--- src/rtl/code_patch_loader.sv ---
// Bit-serial loader for the code-patch table: assembles index+data frames into 22-bit entries.
// Optional macro CODE_PATCH_PARITY_EN appends an odd-parity bit covering index and data.
module code_patch_loader #(
    parameter int ENTRY_W     = 22,
    parameter int NUM_ENTRIES = 3,
    parameter int IDX_W       = 2
) (
    input  logic                           clk_i,
    input  logic                           rst_i,
    input  logic                           cfg_pat_gen_i,
    input  logic                           clr_i,
    input  logic                           si_frame_i,
    input  logic                           si_valid_i,
    input  logic                           si_data_i,
    output logic [NUM_ENTRIES*ENTRY_W-1:0] no_pg_o,
    output logic [NUM_ENTRIES-1:0]         entry_vld_o,
    output logic                           si_read_o,
    output logic                           busy_o,
    output logic                           err_o
);

    typedef enum logic [2:0] {
        S_IDLE,
        S_IDX,
        S_DATA,
        S_COMMIT,
        S_DRAIN
    } state_t;

`ifdef CODE_PATCH_PARITY_EN
    localparam int DATA_BITS = ENTRY_W + 1;
`else
    localparam int DATA_BITS = ENTRY_W;
`endif
    localparam int CNT_W = $clog2(DATA_BITS + 1);
    localparam logic [CNT_W-1:0] LAST_IDX  = CNT_W'(IDX_W - 1);
    localparam logic [CNT_W-1:0] LAST_DATA = CNT_W'(DATA_BITS - 1);
    localparam logic [IDX_W:0]   NUM_E     = (IDX_W + 1)'(NUM_ENTRIES);

    state_t                         r_state;
    logic [CNT_W-1:0]               r_cnt;
    logic [IDX_W-1:0]               r_idx;
    logic [ENTRY_W-1:0]             r_data;
    logic [NUM_ENTRIES*ENTRY_W-1:0] r_table;
    logic [NUM_ENTRIES-1:0]         r_vld;
    logic                           r_read;
    logic                           r_busy;
    logic                           r_err;
    logic                           w_data_bit;
    logic                           w_par_ok;
    logic                           w_commit_ok;

`ifdef CODE_PATCH_PARITY_EN
    logic r_par;
    // Last DATA-phase bit is the parity bit; XOR over all accepted bits must be odd.
    assign w_data_bit = (r_cnt != LAST_DATA);
    assign w_par_ok   = r_par;
`else
    assign w_data_bit = 1'b1;
    assign w_par_ok   = 1'b1;
`endif

    assign w_commit_ok = ({1'b0, r_idx} < NUM_E) && cfg_pat_gen_i && !clr_i && w_par_ok;

    always_ff @(posedge clk_i) begin
        if (rst_i) begin
            r_state <= S_IDLE;
            r_cnt   <= '0;
            r_idx   <= '0;
            r_data  <= '0;
            r_table <= '0;
            r_vld   <= '0;
            r_read  <= 1'b0;
            r_busy  <= 1'b0;
            r_err   <= 1'b0;
`ifdef CODE_PATCH_PARITY_EN
            r_par   <= 1'b0;
`endif
        end else begin
            r_read <= 1'b0;
            case (r_state)
                S_IDLE: begin
                    if (si_frame_i) begin
                        r_busy  <= 1'b1;
                        r_cnt   <= '0;
                        r_state <= S_IDX;
                        if (si_valid_i) begin
                            r_idx <= IDX_W'({r_idx, si_data_i});
                            if (LAST_IDX == '0) r_state <= S_DATA;
                            else                r_cnt   <= CNT_W'(1);
                        end
`ifdef CODE_PATCH_PARITY_EN
                        r_par <= si_valid_i & si_data_i;
`endif
                    end
                end
                S_IDX: begin
                    if (!si_frame_i) begin
                        r_err   <= 1'b1;
                        r_busy  <= 1'b0;
                        r_state <= S_IDLE;
                    end else if (si_valid_i) begin
                        r_idx <= IDX_W'({r_idx, si_data_i});
`ifdef CODE_PATCH_PARITY_EN
                        r_par <= r_par ^ si_data_i;
`endif
                        if (r_cnt == LAST_IDX) begin
                            r_cnt   <= '0;
                            r_state <= S_DATA;
                        end else begin
                            r_cnt <= r_cnt + 1'b1;
                        end
                    end
                end
                S_DATA: begin
                    if (!si_frame_i) begin
                        r_err   <= 1'b1;
                        r_busy  <= 1'b0;
                        r_state <= S_IDLE;
                    end else if (si_valid_i) begin
                        if (w_data_bit) r_data <= ENTRY_W'({r_data, si_data_i});
`ifdef CODE_PATCH_PARITY_EN
                        r_par <= r_par ^ si_data_i;
`endif
                        if (r_cnt == LAST_DATA) begin
                            r_cnt   <= '0;
                            r_state <= S_COMMIT;
                        end else begin
                            r_cnt <= r_cnt + 1'b1;
                        end
                    end
                end
                S_COMMIT: begin
                    if (w_commit_ok) begin
                        r_table[int'(r_idx)*ENTRY_W +: ENTRY_W] <= r_data;
                        r_vld[r_idx] <= 1'b1;
                        r_read       <= 1'b1;
                    end else if (!clr_i) begin
                        r_err <= 1'b1;
                    end
                    r_state <= S_DRAIN;
                end
                S_DRAIN: begin
                    if (!si_frame_i) begin
                        r_busy  <= 1'b0;
                        r_state <= S_IDLE;
                    end else if (si_valid_i) begin
                        r_err <= 1'b1;
                    end
                end
                default: begin
                    r_busy  <= 1'b0;
                    r_state <= S_IDLE;
                end
            endcase
            // Clear overrides any error or valid flag raised in the same cycle.
            if (clr_i) begin
                r_vld <= '0;
                r_err <= 1'b0;
            end
        end
    end

    assign no_pg_o     = r_table;
    assign entry_vld_o = r_vld;
    assign si_read_o   = r_read;
    assign busy_o      = r_busy;
    assign err_o       = r_err;

endmodule

--- config.mk ---
export PLATFORM = sky130hd
export DESIGN_NAME = code_patch_loader
export DESIGN_NICKNAME = d
export VERILOG_FILES = /design/src/rtl/code_patch_loader.sv
export SDC_FILE = /design/constraint.sdc
export NUM_CORES = 1
export LEC_CHECK = 0
export BUFFER_PORTS_ARGS = -buffer_cell sky130_fd_sc_hd__buf_2
export CAP_MARGIN = 25
export CORE_MARGIN = 3
export CORE_UTILIZATION = 55
export DETAILED_ROUTE_END_ITERATION = 8
export GPL_TIMING_DRIVEN = 0
export PLACE_DENSITY = 0.75
export SLEW_MARGIN = 40
export SYNTH_ARGS = -nofsm -noshare
export SYNTH_HDL_FRONTEND = slang
export SYNTH_SLANG_ARGS = --single-unit
--- constraint.sdc ---
create_clock -name clk_i -period 2.7 [get_ports clk_i]
set_input_delay 0.135 -clock clk_i [delete_from_list [all_inputs] [get_ports clk_i]]
set_output_delay 0.135 -clock clk_i [all_outputs]
set_load 0.005 [all_outputs]
==> results_dict.tcl, run 1 <==
set metrics [dict create \
    clock_skew_ns 0.00895 \
    synth_nets 641 \
    cts_buffer_depth 2 \
    grt_max_degree 17 \
    finalSetupViolations 0 \
    overflow 0 \
    ys_types 70 \
    grt_setup_unrepaired "true" \
    place_inst 836 \
    multi_input_area_um2 3410 \
    coreArea_um2 9860 \
    drtIter0Drc 440 \
    final-instance-count-excl-fill 857 \
    portBuffers 78 \
    status "finished, final reports clean" \
    clock-sinks 104 \
    async_reset_ff_frac 0 \
    routed_wl_um 18200 \
    worst_slew_pin_slew_ns 0.717 \
    criticalPathCategory "flop to flop" \
    startpoint_type "flop" \
    path_max_fanout 10 \
    endpoint_kind "flop" \
    grt_usage 0.325 \
    synth-edff-count 0 \
    drive_gt1_frac 0.258 \
    clock_latency_ns 0.38 \
    die_width_um 107 \
    min_path_type "input pin to flop" \
    diodes 0 \
    finalMaxSlewViolations 0 \
    p_leak_uw 0.00276 \
    period_needed_ns 2.60 \
    cp_slowest_cell "mux4_2" \
    clkTransAtPathRegs_ns 0.10 \
    regArea_um2 2090 \
    r2r_slack_ns 0.10 \
    yosysSeqAreaShare 0.369 \
    crit_required_ns 2.98 \
    cts_tree "yes" \
    irDropWorstVdd_mv 0.308 \
    p_per_area_nw_per_um2 431 \
    fillers 849 \
    grt_pass1_wl_um 28700 \
    via_per_inst 6.39 \
    antenna_found_initial 0 \
    finalCritPeriodShare 0.963 \
    crit_arrival_ns 2.88 \
    ys_ff_latch 104 \
    dr.pass1.iters 6 \
    ys_warn_count 0 \
    finalSetupTns_ns 0 \
    relSlewSlack 0.522 \
    cts_max_level 3 \
    wl_per_cell_um 21.2 \
    syn_inst 625 \
    vias 5478 \
    drcViolationCount 0 \
    area_delta_synth_final_pct 17.3 \
    io_pins 79 \
    clock.fmax_mhz 385 \
    placed_area_um2 6200 \
    critPathMaxStageDelay_ns 0.59 \
    crit_chain "buf_8 > clkinvlp_4 > ha_4 > buf_12 > buf_6 > mux4_2 > mux2i_2 > o22ai_1 > a22o_1" \
    hold_viol_final 0 \
    grt_pass1_vias 5150 \
    initial_core_util 0.572 \
    ys.flop_type "dfxtp_1" \
    std_cell_rows 36 \
    dieArea_um2 11500 \
    cts_buffers 9 \
    stdcell_area_um2 6610 \
    dp_hpwl_um 13700 \
    cts-root-buf "clkbuf_8" \
    layout.nets 735 \
    die_h_um 107 \
    max_cap_violations 0 \
    place.gp.congestion 0.987 \
    synthesis.area_um2 5640 \
    ant_nets 0 \
    avgSynthCellArea_um2 9.02 \
]
[report_power, final]
| group | switching (uW) | leakage [uW] | internal, uW |
|---|---|---|---|
| sequential | 7.95 | 0.000839 | 1540 |
| clock | 538 | 0.000102 | 412 |
| combinational | 234 | 0.00182 | 121 |
[per-stage QoR]
step	power (uW)	util	setup slack [ns]	hold WS, ns
after floorplan	1810	-	0.177	0.214
after global placement	1890	0.628	-0.398	0.384
after detailed placement	1900	0.629	-0.429	0.391
after CTS	2830	0.657	-0.00594	0.0114
after global routing	2950	0.670	-0.0131	0.0383
final	2850	0.670	0.100	0.00585
[synth_stat cells, types with 4 or more instances]
cell,instances,area share
dfxtp_1,104,0.37
nor2_1,81,0.054
nand2_1,54,0.036
a21oi_1,40,0.036
mux2i_1,35,0.062
a22o_1,25,0.039
buf_2,23,0.020
nand3_1,21,0.019
o21ai_0,20,0.018
nor3_1,18,0.016
mux4_2,17,0.068
clkbuf_1,15,0.010
ha_1,9,0.020
nand2b_1,9,0.010
o211ai_1,9,0.012
a32oi_1,8,0.012
inv_1,8,0.0053
and2_1,7,0.0078
nor2b_1,7,0.0078
a211oi_1,6,0.0080
a22oi_1,6,0.0080
o22ai_1,6,0.0067
a21o_1,5,0.0067
a221oi_1,5,0.0078
xnor2_1,5,0.0078
buf_4,4,0.0053
nand3b_1,4,0.0053
nor3b_1,4,0.0053
[placed cells by master, fill, tap and decap left out, drive strengths merged, types with 21 or more instances in the layout]
master	instances
a22o	25
buf	113
o21ai	22
clkbuf	30
dfxtp	104
nand2	54
nor2	82
a21oi	42
mux2i	35
nand3	21
[sequential cells by signal (all words and copies together), names as in the netlist]
register,flops
busy_o,1
entry_vld_o,3
err_o,1
no_pg_o,66
r_cnt,5
r_data,22
r_idx,2
r_state,3
si_read_o,1
[cells by family (layout without fill, tap and decap cells)]
kind of cell / after synthesis / after routing / synth area share
DFF: 104 / 104 / 0.369
muxes: 57 / 57 / 0.145
AOI/OAI and AO/OA: 160 / 160 / 0.199
adders and majority gates: 10 / 10 / 0.0217
buffers and inverters: 57 / 156 / 0.0517
and+or+nand+nor: 230 / 230 / 0.202
xor gates and xnor gates: 7 / 7 / 0.0109
[path summary, 6_finish.rpt]
kind | start | endpoint | cells after the start
worst min register to register | no_pg_o[8]$_SDFFE_PP0P_ | no_pg_o[8]$_SDFFE_PP0P_ | 2
worst min-delay path | si_data_i | r_idx[0]$_SDFFE_PP0P_ | 3
worst max-delay path | r_idx[0]$_SDFFE_PP0P_ | no_pg_o[23]$_SDFFE_PP0P_ | 9
worst max register to register | r_idx[0]$_SDFFE_PP0P_ | no_pg_o[23]$_SDFFE_PP0P_ | 9
[final cells by class]
class,instances,area share
Buffer,48,0.0431
Multi-Input combinational cell,464,0.516
Inverter,8,0.00511
Sequential cell,104,0.315
Timing Repair Buffer,84,0.0662
Clock buffer,12,0.0250
Tap cell,133,0.0252
Clock inverter,4,0.00416
[critical path, delay by kind of cell, from the launching register on]
family	cells	cell delay [ns]
adder cells (fa/ha/maj)	1	0.32
multiplexers	2	0.81
buffers and inverters	4	0.61
flip-flops	1	0.40
AO/OA/AOI/OAI	2	0.35
[metal layers]
metal | wire length (um) | track usage | up-vias
li1 | - | - | 2496
met1 | 7350 | 0.419 | 2628
met2 | 8600 | 0.540 | 294
met3 | 1450 | 0.0584 | 60
met4 | 772 | 0.126 | 0
met5 | 0 | 0 | -
[timing repair]
action	4_1_cts	5_1_grt
setup endpoints to repair	65	54
pin swaps	0	2
hold endpoints to repair	4	0
hold buffers	1	0
buffers inserted	3	2
gates resized for setup	12	29
(Power assumes the default switching activity.)
==> run 2, diff against run 1 <==
GPL_TIMING_DRIVEN = default   (was 0)
SLEW_MARGIN = default   (was 40)
clock period = 2.4 ns   (was 2.7 ns; I/O delays follow)
==> results_dict.tcl, run 2 (same netlist as run 1, synthesis figures left out) <==
set metrics [dict create \
    grt.met2_usage 0.493 \
    grt_max_degree 47 \
    clkTransAtPathRegs_ns 0.11 \
    dp_hpwl_um 13000 \
    path_max_fanout 7 \
    busiest_layer "met2" \
    grt_setup_unrepaired "false" \
    std_cell_rows 36 \
    crit_buf_inv 2 \
    whs_endpoint "r_state[1]$_SDFFE_PP0P_" \
    drtIter0Drc 425 \
    p_per_area_nw_per_um2 478 \
    place.gp.congestion 0.994 \
    die_h_um 107 \
    ant_nets 0 \
    final-instance-count-excl-fill 856 \
    grt_pass1_vias 5083 \
    clock-sinks 104 \
    wl_per_cell_um 20.2 \
    finalCritPeriodShare 0.956 \
    initial_core_util 0.572 \
    crit_arrival_ns 2.59 \
    relSlewSlack 0.399 \
    place_inst 838 \
    clock.fmax_mhz 436 \
    hold_viol_final 0 \
    worst_slew_pin_slew_ns 0.902 \
    criticalPathCategory "flop to flop" \
    area_delta_synth_final_pct 18.0 \
    crit_required_ns 2.69 \
    irDropWorstVdd_mv 0.307 \
    cts-root-buf "clkbuf_8" \
    rr_endpoint "no_pg_o[28]$_SDFFE_PP0P_" \
    dr.pass1.iters 5 \
    max_cap_violations 0 \
    totalPowerFinal_uw 3180 \
    final_cell_mix "103 x dfxtp_1, 81 x nor2_1, 78 x buf_2" \
    io_pins 79 \
    dieArea_um2 11500 \
    cp_slowest_cell "mux4_2" \
    min_path_type "input pin to flop" \
    p_leak_uw 0.00279 \
    portBuffers 78 \
    fillers 814 \
    layout.nets 734 \
    finalSetupViolations 0 \
    status "finished, final reports clean" \
    antenna_found_initial 0 \
    crit_chain "inv_1 > ha_4 > buf_6 > mux4_2 > mux2_2 > o21a_1 > a22o_1" \
    stdcell_area_um2 6650 \
    clock_skew_ns 0.0174 \
    critPathMaxStageDelay_ns 0.56 \
    placed_area_um2 6390 \
    diodes 0 \
    hold_depth 3 \
    r2r-start "r_idx[0]$_SDFFE_PP0P_" \
    r2r_slack_ns 0.11 \
    cts_buffer_depth 2 \
    cts_max_level 3 \
    largest_reg_flops 66 \
    drcViolationCount 0 \
    final_common_cell "dfxtp_1" \
    die_width_um 107 \
    via_per_inst 6.17 \
    vias 5280 \
    min-delay-start "si_valid_i" \
    startpoint_type "flop" \
    grtUsageMet1 0.410 \
    overflow 0 \
    cts_buffers 9 \
    crit_family "multiplexers" \
    endpoint_kind "flop" \
    clock_latency_ns 0.39 \
    routed_wl_um 17200 \
    cts_tree "yes" \
    grt_usage 0.305 \
    period_needed_ns 2.29 \
    drive_gt1_frac 0.252 \
    coreArea_um2 9860 \
    r2r_cells 7 \
    use_met3 0.0439 \
    grt_pass1_wl_um 27400 \
    finalMaxSlewViolations 0 \
]
==> run 2: changes by cell type in the layout (fill, tap and decap cells not counted), sizes merged <==
cell | before | now
clkinvlp | 1 | 2
inv | 7 | 10
clkinv | 4 | 2
clkbuf | 30 | 10
buf | 113 | 129
dlygate4sd3 | 1 | 2
==> run 2: per-layer routing <==
metal,routed length (um),up-vias
met3,1110,49
met4,588,0
met1,7390,2495
met2,8170,233
li1,-,2503
met5,0,-
==> run 2: power by group <==
part | switching (uW) | total [uW] | internal (uW)
Clock | 644 | 1040 | 392
Sequential | 11.3 | 1740 | 1730
Combinational | 241 | 398 | 157
==> run 2: worst max-delay path by stage <==
stage	start	cells past startpoint	endpoint
3_3_place_gp	r_idx[0]$_SDFFE_PP0P_	8	no_pg_o[25]$_SDFFE_PP0P_
3_5_place_dp	r_idx[0]$_SDFFE_PP0P_	8	no_pg_o[25]$_SDFFE_PP0P_
4_1_cts	r_idx[0]$_SDFFE_PP0P_	9	no_pg_o[55]$_SDFFE_PP0P_
2_1_floorplan	r_idx[0]$_SDFFE_PP0P_	8	no_pg_o[28]$_SDFFE_PP0P_
5_1_grt	r_idx[0]$_SDFFE_PP0P_	8	no_pg_o[59]$_SDFFE_PP0P_
6_report	r_idx[0]$_SDFFE_PP0P_	7	no_pg_o[28]$_SDFFE_PP0P_
==> run 2: stage by stage <==
step / utilization / hold WS (ns) / worst slack [ns] / TNS, ns
global placement: 0.648 / 0.370 / -0.0863 / -0.300
detailed placement: 0.648 / 0.379 / -0.106 / -0.661
CTS: 0.671 / 0.0716 / 0.00661 / 0
global route: 0.674 / 0.0831 / 0.00382 / 0
floorplan: - / 0.199 / 0.0161 / 0
finish: 0.674 / 0.0850 / 0.106 / 0
==> run 2: final cells by class <==
cell class | count | area, um2 | area share
well taps | 133 | 166 | 0.0250
inverters | 8 | 30.0 | 0.00451
multi-input cells | 464 | 3320 | 0.499
flip-flops and latches | 104 | 2080 | 0.313
repair buffers | 131 | 876 | 0.132
clock buffers | 10 | 128 | 0.0192
clock inverters | 6 | 52.6 | 0.00790
==> run 2: timing repair <==
action | in CTS | in global routing
gates resized for setup | 3 | 9
endpoints found under the hold margin | 6 | 0
buffers inserted | 0 | 0
pin swaps | 0 | 1
hold buffers | 2 | 0
endpoints found under the setup margin | 15 | 24
==> run 2: tightest hold or removal path, stage by stage <==
cell and delay, ns:
buf_2 0.13, nand4b_1 0.11, a211oi_1 0.07
==> run 3, diff against run 2 <==
CORE_UTILIZATION = 30   (was 55)
PLACE_DENSITY = 0.45   (was 0.75)
clock period = 2.35 ns   (was 2.4 ns; I/O delays follow)
==> results_dict.tcl, run 3 (same netlist as run 1, synthesis figures left out) <==
set metrics [dict create \
    status "finished, final reports clean" \
    drtIter0Drc 485 \
    cts_max_level 3 \
    stdcell_area_um2 7280 \
    coreArea_um2 18200 \
    dp_hpwl_um 14800 \
    crit_chain "inv_1 > ha_4 > buf_6 > mux4_2 > nor2_1 > a21oi_2 > a22o_1 > a22o_1" \
    dp_slack_ns -0.239 \
    busiest_layer "met2" \
    die_h_um 143 \
    grt_pass1_vias 5142 \
    setup.worst_path.start "r_idx[1]$_SDFFE_PP0P_" \
    clkTransAtPathRegs_ns 0.07 \
    max_cap_violations 0 \
    cp_slowest_cell "mux4_2" \
    initial_core_util 0.310 \
    grt_usage 0.191 \
    p_per_area_nw_per_um2 517 \
    irDropWorstVdd_mv 0.311 \
    std_cell_rows 49 \
    dr.pass1.iters 5 \
    drive_gt1_frac 0.316 \
    cts_buffers 9 \
    vias 5330 \
    r2r-start "r_idx[1]$_SDFFE_PP0P_" \
    min_path_type "input pin to flop" \
    setup_ws_ns 0.0827 \
    crit_arrival_ns 2.52 \
    grt_pass1_wl_um 30300 \
    via_per_inst 5.39 \
    drcViolationCount 0 \
    final-instance-count-excl-fill 989 \
    dieArea_um2 20500 \
    grtUsageMet1 0.256 \
    clock.fmax_mhz 441 \
    layout.nets 772 \
    worst_slew_pin_slew_ns 0.931 \
    fillers 1836 \
    routed_wl_um 19500 \
    placed_area_um2 6770 \
    clock-sinks 104 \
    relSlewSlack 0.379 \
    critPathMaxStageDelay_ns 0.55 \
    use_met3 0.0362 \
    portBuffers 78 \
    r2r_cells 8 \
    io_pins 79 \
    clock_skew_ns 0.00958 \
    cts-root-buf "clkbuf_16" \
    finalSetupViolations 0 \
    cts_tree "yes" \
    final_util 0.400 \
    place.gp.congestion 0.920 \
    criticalPathCategory "flop to flop" \
    finalMaxSlewViolations 0 \
    cts_buffer_depth 2 \
    die_width_um 143 \
    diodes 0 \
    path_max_fanout 5 \
    crit_top_cell "a22o_1" \
    finalCritPeriodShare 0.965 \
    clock_latency_ns 0.35 \
    p_leak_uw 0.00308 \
    place_inst 967 \
    r2r_slack_ns 0.08 \
    period_needed_ns 2.27 \
    overflow 0 \
    grt_max_degree 44 \
    area_delta_synth_final_pct 29.1 \
    startpoint_type "flop" \
    final_cell_mix "102 x dfxtp_1, 80 x nor2_1, 78 x buf_2, 78 x buf_4, 53 x nand2_1" \
    ant_nets 0 \
    endpoint_kind "flop" \
    antenna_found_initial 0 \
    crit_required_ns 2.60 \
    largest_reg_flops 66 \
    rr_endpoint "no_pg_o[32]$_SDFFE_PP0P_" \
    grt.met2_usage 0.311 \
    final_common_cell "dfxtp_1" \
    totalPowerFinal_uw 3760 \
    cp-endpoint "no_pg_o[32]$_SDFFE_PP0P_" \
    wl_per_cell_um 19.7 \
    hold_viol_final 0 \
]
==> run 3: critical path, delay by kind of cell (launching register included) <==
family / cells / cell delay (ns)
AOI/OAI and AO/OA: 3 / 0.55
adders and majority gates: 1 / 0.30
buffers and inverters: 2 / 0.21
DFF: 1 / 0.34
muxes: 1 / 0.55
and+or+nand+nor: 1 / 0.21
==> run 3: per-stage QoR <==
step	hold slack [ns]	TNS, ns
final	0.0392	0
after global routing	0.0555	-0.0327
after CTS	0.0241	-0.0296
after detailed placement	0.370	-1.20
after global placement	0.365	-1.37
after floorplan	0.197	0
==> run 3: layer usage <==
layer / vias to the layer above / share of wire / routed length [um]
li1: 2572 / - / -
met3: 27 / 0.048 / 933
met1: 2578 / 0.45 / 8820
met2: 153 / 0.48 / 9260
met5: - / 0 / 0
met4: 0 / 0.023 / 452
==> run 3: report_power, final <==
group / internal (uW) / switching (uW) / total [uW]
Clock: 854 / 676 / 1530
Combinational: 184 / 267 / 451
Sequential: 1770 / 10.5 / 1780
==> run 3: worst min-delay path by stage <==
stage,depth (start not counted),from,end
final,3,si_data_i,r_idx[0]$_SDFFE_PP0P_
after floorplan,1,clr_i,entry_vld_o[0]$_SDFFE_PP0P_
after CTS,3,si_data_i,r_idx[0]$_SDFFE_PP0P_
after global placement,2,clr_i,entry_vld_o[1]$_SDFFE_PP0P_
after detailed placement,2,clr_i,entry_vld_o[1]$_SDFFE_PP0P_
after global routing,3,si_data_i,r_idx[0]$_SDFFE_PP0P_
==> run 3: repair_timing <==
action / in CTS / in global routing
endpoints found under the hold margin: 4 / 0
hold buffers: 1 / 0
endpoints found under the setup margin: 23 / 50
pin swaps: 1 / 3
setup buffers: 1 / 5
resized for setup: 7 / 28
==> run 3: cell type report <==
class | count | area, um2 | area share
clock buffers | 11 | 243 | 0.0333
clock inverters | 4 | 53.8 | 0.00739
inverters | 8 | 30.0 | 0.00413
multi-input cells | 464 | 3400 | 0.468
flip-flops and latches | 104 | 2080 | 0.286
well taps | 229 | 287 | 0.0394
repair buffers | 169 | 1180 | 0.162
